--- src/rtl/pwm_compare_deadtime.sv ---
// Complementary gate driver: compares a PWM carrier against a sync-shadowed
// duty value and inserts a programmable dead time between high- and low-side turn-on.
module pwm_compare_deadtime #(
  parameter int DT_WIDTH = 8
) (
  input  logic                clk,
  input  logic                rst,
  input  logic                ce,
  input  logic [15:0]         carrier,
  input  logic                sync,
  input  logic [15:0]         compare,
  input  logic [DT_WIDTH-1:0] deadtime,
  input  logic                enable,
  output logic                pwm_h,
  output logic                pwm_l,
  output logic [15:0]         cmp_active,
  output logic                in_dt
);

  typedef enum logic [2:0] {
    ST_OFF,
    ST_H_ON,
    ST_DT_TO_L,
    ST_L_ON,
    ST_DT_TO_H
  } state_t;

  state_t              state_q, state_d;
  logic [DT_WIDTH-1:0] cnt_q, cnt_d;
  logic [15:0]         cmp_q, cmp_d;
  logic                raw_q, raw_d;
  logic                pwm_h_q, pwm_l_q, in_dt_q;
  logic                dt_zero;

  assign dt_zero = (deadtime == '0);
  assign cmp_d   = sync ? compare : cmp_q;
  assign raw_d   = (carrier < cmp_q);

  always_comb begin
    state_d = state_q;
    cnt_d   = cnt_q;
    if (!enable) begin
      state_d = ST_OFF;
      cnt_d   = '0;
    end else begin
      case (state_q)
        ST_OFF: begin
          if (dt_zero) begin
            state_d = raw_q ? ST_H_ON : ST_L_ON;
          end else begin
            state_d = raw_q ? ST_DT_TO_H : ST_DT_TO_L;
            cnt_d   = deadtime;
          end
        end
        ST_H_ON: begin
          if (!raw_q) begin
            if (dt_zero) begin
              state_d = ST_L_ON;
            end else begin
              state_d = ST_DT_TO_L;
              cnt_d   = deadtime;
            end
          end
        end
        ST_L_ON: begin
          if (raw_q) begin
            if (dt_zero) begin
              state_d = ST_H_ON;
            end else begin
              state_d = ST_DT_TO_H;
              cnt_d   = deadtime;
            end
          end
        end
        ST_DT_TO_L, ST_DT_TO_H: begin
          // Exit direction is decided by raw_q at exit, not by which DT state we are in.
          if (cnt_q <= DT_WIDTH'(1)) begin
            state_d = raw_q ? ST_H_ON : ST_L_ON;
            cnt_d   = '0;
          end else begin
            cnt_d = cnt_q - DT_WIDTH'(1);
          end
        end
        default: begin
          state_d = ST_OFF;
          cnt_d   = '0;
        end
      endcase
    end
  end

  always_ff @(posedge clk) begin
    if (rst) begin
      cmp_q   <= '0;
      raw_q   <= 1'b0;
      state_q <= ST_OFF;
      cnt_q   <= '0;
      pwm_h_q <= 1'b0;
      pwm_l_q <= 1'b0;
      in_dt_q <= 1'b0;
    end else if (ce) begin
      cmp_q   <= cmp_d;
      raw_q   <= raw_d;
      state_q <= state_d;
      cnt_q   <= cnt_d;
      // Gates are decoded from the next state so they toggle on the same edge as the state.
      pwm_h_q <= (state_d == ST_H_ON);
      pwm_l_q <= (state_d == ST_L_ON);
      in_dt_q <= (state_d == ST_DT_TO_L) || (state_d == ST_DT_TO_H);
    end
  end

  assign pwm_h      = pwm_h_q;
  assign pwm_l      = pwm_l_q;
  assign in_dt      = in_dt_q;
  assign cmp_active = cmp_q;

endmodule

--- config.mk ---
export PLATFORM = sky130hd
export DESIGN_NAME = pwm_compare_deadtime
export DESIGN_NICKNAME = d
export VERILOG_FILES = /design/src/rtl/pwm_compare_deadtime.sv
export SDC_FILE = /design/constraint.sdc
export NUM_CORES = 1
export LEC_CHECK = 0
export BUFFER_PORTS_ARGS = -buffer_cell sky130_fd_sc_hd__buf_2
export CORE_ASPECT_RATIO = 1.75
export CORE_UTILIZATION = 45
export CTS_CLUSTER_DIAMETER = 100
export CTS_CLUSTER_SIZE = 10
export DETAILED_ROUTE_END_ITERATION = 10
export GPL_TIMING_DRIVEN = 0
export PLACE_DENSITY = 0.8
export SYNTH_ARGS = -nofsm -noshare
export SYNTH_HDL_FRONTEND = slang
export SYNTH_SLANG_ARGS = --single-unit
--- constraint.sdc ---
create_clock -name clk -period 5.1 [get_ports clk]
set_input_delay 1.02 -clock clk [delete_from_list [all_inputs] [get_ports clk]]
set_output_delay 1.02 -clock clk [all_outputs]
set_load 0.005 [all_outputs]
==> impl_results.md, run 1 <==
- Run status: finished clean
- DRC Markers: 0
- CP startpoint kind: input port
- Commonest non-fill, non-tap cell in the layout: buf_2
- CTS Hold Buffers Added: 0
- Fill cells: 386
- Vias in the first global route: 1965
- Post-synthesis sequential area ratio: 0.334
- Largest net degree at the start of global routing: 11
- Crit path required time: 5340 ps
- Worst hold path class: flip-flop to flip-flop
- RSZ-0062 raised after global routing: no
- CTS tree: built
- Sink Count: 31
- Slowest cell delay on critical path: 390 ps
- Top Ports: 64
- All-layer global routing usage: 0.233
- Detailed-route via count: 1968
- Ys Warns: 0
- Most frequent cells in the layout: 62 x buf_2, 50 x nand2_1, 31 x dfxtp_1, 26 x a21oi_1, 21 x inv_1
- First-pass GRT wire length: 7900 um
- Ant diodes: 0
- Setup TNS: 0 ps
- Clk network pwr share: 0.380
- PostCTS Resize Cnt: 0
- Clock latency on the worst-skew pair: 290 ps
- Vert. Die Dim: 87.1 um
- Pre-CTS setup slack: 2230 ps
- Total core area: 0.00390 mm2
- Final Hold Viols: 0
- Period utilization: 0.514
- Hpwl dp: 3820 um
- CP Capture Type: flip-flop
- Die span in x: 50.6 um
- Final net count: 372
- EDFF count, synth: 0
- Clock transition at the registers of the reported paths: 70 ps
- Synth area leaders: dfxtp_1 33%, ha_1 11%, nand2_1 10%
- Crit Path Max Fanout: 9
- Overflow after GRT: 0
- Starting density of the core: 0.477
- Syn nets: 303
- Power Total: 0.000661 W
- Initial DRC Count: 44
- Max_slew headroom: 0.496
- Part of the power in combinational logic: 0.217
- Wire per inst: 13.5 um
- Seq pwr share: 0.402
- Antenna violations before repair: 0
- Critical path class: input port to flip-flop
- Gp weighted congestion: 0.907
- P_sw: 0.000184 W
- Setup-violating endpoint count in the final report: 0
- Synthesized area per cell: 7.72 um2
- First-pass iteration count of the detailed router: 4
- Static leakage: 1.06 nW
- Setup WS post-layout: 2480 ps
- Total CTS buffers: 5
- Post-synthesis cell area: 0.00186 mm2
- Drt via density: 5.48
- P_int: 0.000477 W
- Post-synth top flop: dfxtp_1
- Max cap viols: 0
- Total die area: 0.00441 mm2
- Area Overhead vs Synth: 26.2%
- Routed WL: 4860 um
- PD cells: 281 mW/mm2
- Clk_skew: 11.4 ps
- Cell Rows: 30
- Ys async rst share: 0
- Fin. max-slew vios: 0
- Fmax: 0.382 GHz
- Proportion of netlist area held by the largest area contributor: 0.334
- Fin util: 0.602
- IO buf count: 62
- Flops & latches, synth: 31
- Slowest CP cell: nor4b_1
- Reg2reg path depth: 7
- Synth area leader: dfxtp_1
- Maximum clock path buffer count: 2
- Layout cell share with drive strength beyond 1: 0.241
- Crit-path cells: clkbuf_1 -> clkinv_1 -> a31oi_1 -> nand4b_1 -> nor4b_1 -> a211o_2
- Routed Antenna Nets: 0
- Crit path DAT: 2860 ps
- Switching Fraction: 0.279
- Peak VDD IR: 187 uV
- Cells after synthesis: 241
- WHS Path Cells: 2
- H-tree lvl count: 2
- Yosys cell types: 44
- Tmin final: 2620 ps
- Setup Fix Bufs, Post-CTS: 0
- Worst-Margin Slew: 750 ps
- Root Buffer: clkbuf_8
[cell type report]
cell class	count	area [um2]	area share
well taps	48	60.1	0.0256
repair buffers	62	310	0.132
clock buffers	6	82.6	0.0352
plain buffers	9	33.8	0.0144
multi-input cells	179	1120	0.478
clock inverters	2	35.0	0.0149
flip-flops and latches	31	621	0.264
inverters	22	82.6	0.0352
[synthesized netlist by cell type, types with 3 or more instances]
library cell and n:
a211oi_1 4, a21oi_1 26, a22oi_1 3, a31oi_1 4, clkbuf_1 9, dfxtp_1 31, ha_1 17, inv_1 21
nand2_1 50, nand3_1 4, nand4b_1 4, nor2_1 15, nor2b_1 3, nor3_1 5, o21ai_0 6, o22ai_1 3
xnor2_1 3
[registers in the layout (all words and copies together), names as in the netlist]
register / count
in_dt: 1
state_q: 3
raw_q: 1
pwm_l: 1
cmp_active: 16
pwm_h: 1
cnt_q: 8
[worst paths after layout]
kind	start	to	slack (ps)
max	ce	cnt_q[2]	2480
min	pwm_l	pwm_l	460
max reg2reg	cnt_q[0]	cnt_q[6]	2890
min reg2reg	pwm_l	pwm_l	460
[cells by family (layout without fill, tap and decap cells)]
| kind of cell | Yosys count | after routing | share of synthesized area |
|---|---|---|---|
| adder cells (fa/ha/maj) | 17 | 17 | 0.114 |
| buffers and inverters | 31 | 101 | 0.0625 |
| AND/OR/NAND/NOR | 97 | 97 | 0.256 |
| XOR/XNOR | 5 | 5 | 0.0235 |
| AO/OA/AOI/OAI | 59 | 59 | 0.205 |
| flip-flops | 31 | 31 | 0.334 |
| multiplexers | 1 | 1 | 0.00538 |
[metrics by stage]
stage	area (um2)	std cells	hold slack, ps
final	2350	359	463
after global routing	2350	359	492
after CTS	2350	359	466
after detailed placement	2230	351	455
after global placement	2230	351	453
after floorplan	1860	241	448
[per-layer routing]
layer | routed length [um] | share of wire | up-vias | track usage
met4 | 95 | 0.020 | 0 | 0.119
li1 | - | - | 985 | -
met2 | 2720 | 0.56 | 63 | 0.479
met1 | 1810 | 0.37 | 910 | 0.207
met3 | 233 | 0.048 | 10 | 0.0332
met5 | 0 | 0 | - | 0
[critical path: cells and delay by family]
kind | cells | cell delay [ps]
simple gates | 2 | 740
buf+inv | 2 | 610
compound gates | 2 | 480
[power by group through the flow]
stage | clock network, W | logic, W | registers, W
detailed placement | 0 | 0.000142 | 0.000271
global route | 0.000265 | 0.000160 | 0.000267
floorplan | 0 | 0.0000933 | 0.000270
CTS | 0.000256 | 0.000143 | 0.000265
finish | 0.000251 | 0.000144 | 0.000266
global placement | 0 | 0.000139 | 0.000270
Power figures use the tool's default switching activity.
==> run 2: changes to the inputs <==
Clock period 5.1 ns to 2.55 ns, I/O delays scaled along.
==> run 2 against run 1 <==
  * Hold slack lost 11 ps
  * Sequential power rose by 100%
  * Cell count is the same
  * Count of clock-buffer cells in the layout is the same
  * Non-clock buffer count did not move
  * Critical endpoint is now cnt_q[6]
==> impl_results.md, run 2 (same netlist as run 1, synthesis figures left out) <==
- Fin util: 0.602 (unchanged)
- PD cells: 563 mW/mm2 (was 281 mW/mm2)
- Initial DRC Count: 48 (was 44)
- CP startpoint kind: flip-flop (was input port)
- Period utilization: 0.875
- Final Hold Viols: 0 (unchanged)
- Setup TNS: 0 ps (unchanged)
- Crit path required time: 2760 ps (was 5340 ps)
- Vias in the first global route: 1957 (was 1965)
- Clock transition at the registers of the reported paths: 70 ps (about the same)
- Commonest non-fill, non-tap cell in the layout: buf_2 (unchanged)
- Top Ports: 64 (unchanged)
- Seq pwr share: 0.402 (about the same)
- Dpl cells: 351 (unchanged)
- Sink Count: 31 (unchanged)
- Ant diodes: 0 (unchanged)
- All-layer global routing usage: 0.234 (was 0.233)
- Drt via density: 5.52 (was 5.48)
- Gp weighted congestion: 0.907 (unchanged)
- Maximum clock path buffer count: 2 (unchanged)
- CTS Hold Buffers Added: 0 (unchanged)
- RSZ-0062 raised after global routing: no (unchanged)
- Final instance area: 0.00235 mm2 (unchanged)
- Crit Path Max Fanout: 7 (was 9)
- Area Overhead vs Synth: 26.2% (unchanged)
- Hpwl dp: 3820 um (unchanged)
- Reg-to-Reg Start: cnt_q[0] (unchanged)
- Antenna violations before repair: 0 (unchanged)
- Dpl cell area: 0.00223 mm2 (unchanged)
- Layout cell share with drive strength beyond 1: 0.241 (unchanged)
- Fill cells: 386 (unchanged)
- Crit path DAT: 2440 ps (was 2860 ps)
- CP Capture Type: flip-flop (unchanged)
- H-tree lvl count: 2 (unchanged)
- Clock latency on the worst-skew pair: 290 ps (about the same)
- Setup-violating endpoint count in the final report: 0 (unchanged)
- Non-Filler Instances: 359 (unchanged)
- Largest register FFs: 16 (unchanged)
- Part of the power in combinational logic: 0.218 (was 0.217)
- Static leakage: 1.06 nW (unchanged)
- Max_slew headroom: 0.484 (was 0.496)
- Total core area: 0.00390 mm2 (unchanged)
- Worst Setup SP: cnt_q[0] (was ce)
- Switching Fraction: 0.279 (about the same)
- Root Buffer: clkbuf_8 (unchanged)
- Setup Fix Bufs, Post-CTS: 0 (unchanged)
- Cell Rows: 30 (unchanged)
- Vert. Die Dim: 87.1 um (unchanged)
- Routed WL: 4890 um (was 4860 um)
- Starting density of the core: 0.477 (unchanged)
- Clk_skew: 11.2 ps (was 11.4 ps)
- First-pass iteration count of the detailed router: 4 (unchanged)
- DRC Markers: 0 (unchanged)
- Most frequent cells in the layout: 62 x buf_2, 50 x nand2_1, 31 x dfxtp_1, 26 x a21oi_1, 21 x inv_1 (unchanged)
- Max cap viols: 0 (unchanged)
- First-pass GRT wire length: 7910 um (was 7900 um)
- Final net count: 372 (unchanged)
- IO buf count: 62 (unchanged)
- Clk network pwr share: 0.380 (about the same)
- Fmax: 0.448 GHz
- CTS tree: built (unchanged)
- Worst-Margin Slew: 768 ps (was 750 ps)
- P_int: 0.000953 W (was 0.000477 W)
- Routed Antenna Nets: 0 (unchanged)
- Die span in x: 50.6 um (unchanged)
- Overflow after GRT: 0 (unchanged)
- Hold path start: compare[8] (was pwm_l)
- Worst hold path class: input port to flip-flop (was flip-flop to flip-flop)
- Critical path class: flip-flop to flip-flop (was input port to flip-flop)
- Wire per inst: 13.6 um (was 13.5 um)
- Fin. max-slew vios: 0 (unchanged)
- Run status: finished clean (unchanged)
- Tmin final: 2230 ps
- Peak VDD IR: 376 uV (was 187 uV)
- PostCTS Resize Cnt: 0 (unchanged)
- R2r setup slk: 320 ps (was 2890 ps)
- Largest net degree at the start of global routing: 11 (unchanged)
- Total CTS buffers: 5 (unchanged)
- Detailed-route via count: 1982 (was 1968)
- Total die area: 0.00441 mm2 (unchanged)
- P_sw: 0.000369 W (was 0.000184 W)
==> run 2: path summary, 6_finish.rpt <==
kind | end | cells past startpoint
worst min register to register | pwm_l | 2
worst max-delay path | cnt_q[6] | 7
worst max register to register | cnt_q[6] | 7
worst min-delay path | cmp_active[8] | 3
==> run 2: power by group through the flow <==
stage / Sequential [W] / Combinational [W] / Clock, W
2_1_floorplan: 0.000539 / 0.000187 / 0
4_1_cts: 0.000531 / 0.000286 / 0.000511
6_report: 0.000532 / 0.000288 / 0.000503
5_1_grt: 0.000535 / 0.000320 / 0.000530
3_3_place_gp: 0.000541 / 0.000277 / 0
3_5_place_dp: 0.000542 / 0.000284 / 0
==> run 2: layout make-up <==
type / count / area (um2) / area share
plain buffers: 9 / 33.8 / 0.0144
clock buffers: 6 / 82.6 / 0.0352
clock inverters: 2 / 35.0 / 0.0149
inverters: 22 / 82.6 / 0.0352
multi-input cells: 179 / 1120 / 0.478
flip-flops and latches: 31 / 621 / 0.264
well taps: 48 / 60.1 / 0.0256
repair buffers: 62 / 310 / 0.132
==> run 2: routing by layer <==
metal,GRT usage,routed length (um)
met5,0,0
met4,0.111,81
met3,0.0332,268
met2,0.482,2720
met1,0.209,1830
==> run 2: per-stage QoR <==
stage | hold slack (ps) | setup WS [ps] | power (W)
final | 452 | 319 | 0.00132
after global routing | 463 | 103 | 0.00138
after CTS | 451 | 347 | 0.00133
after detailed placement | 455 | 192 | 0.000826
after global placement | 453 | 216 | 0.000818
after floorplan | 448 | 581 | 0.000726
==> run 2: worst max-delay path, stage by stage (launching register included) <==
cell,delay (ps)
dfxtp_1,460
inv_1,70
ha_1,290
nor2_1,240
nor4_4,80
nor3_1,640
a32oi_1,210
o22ai_1,170
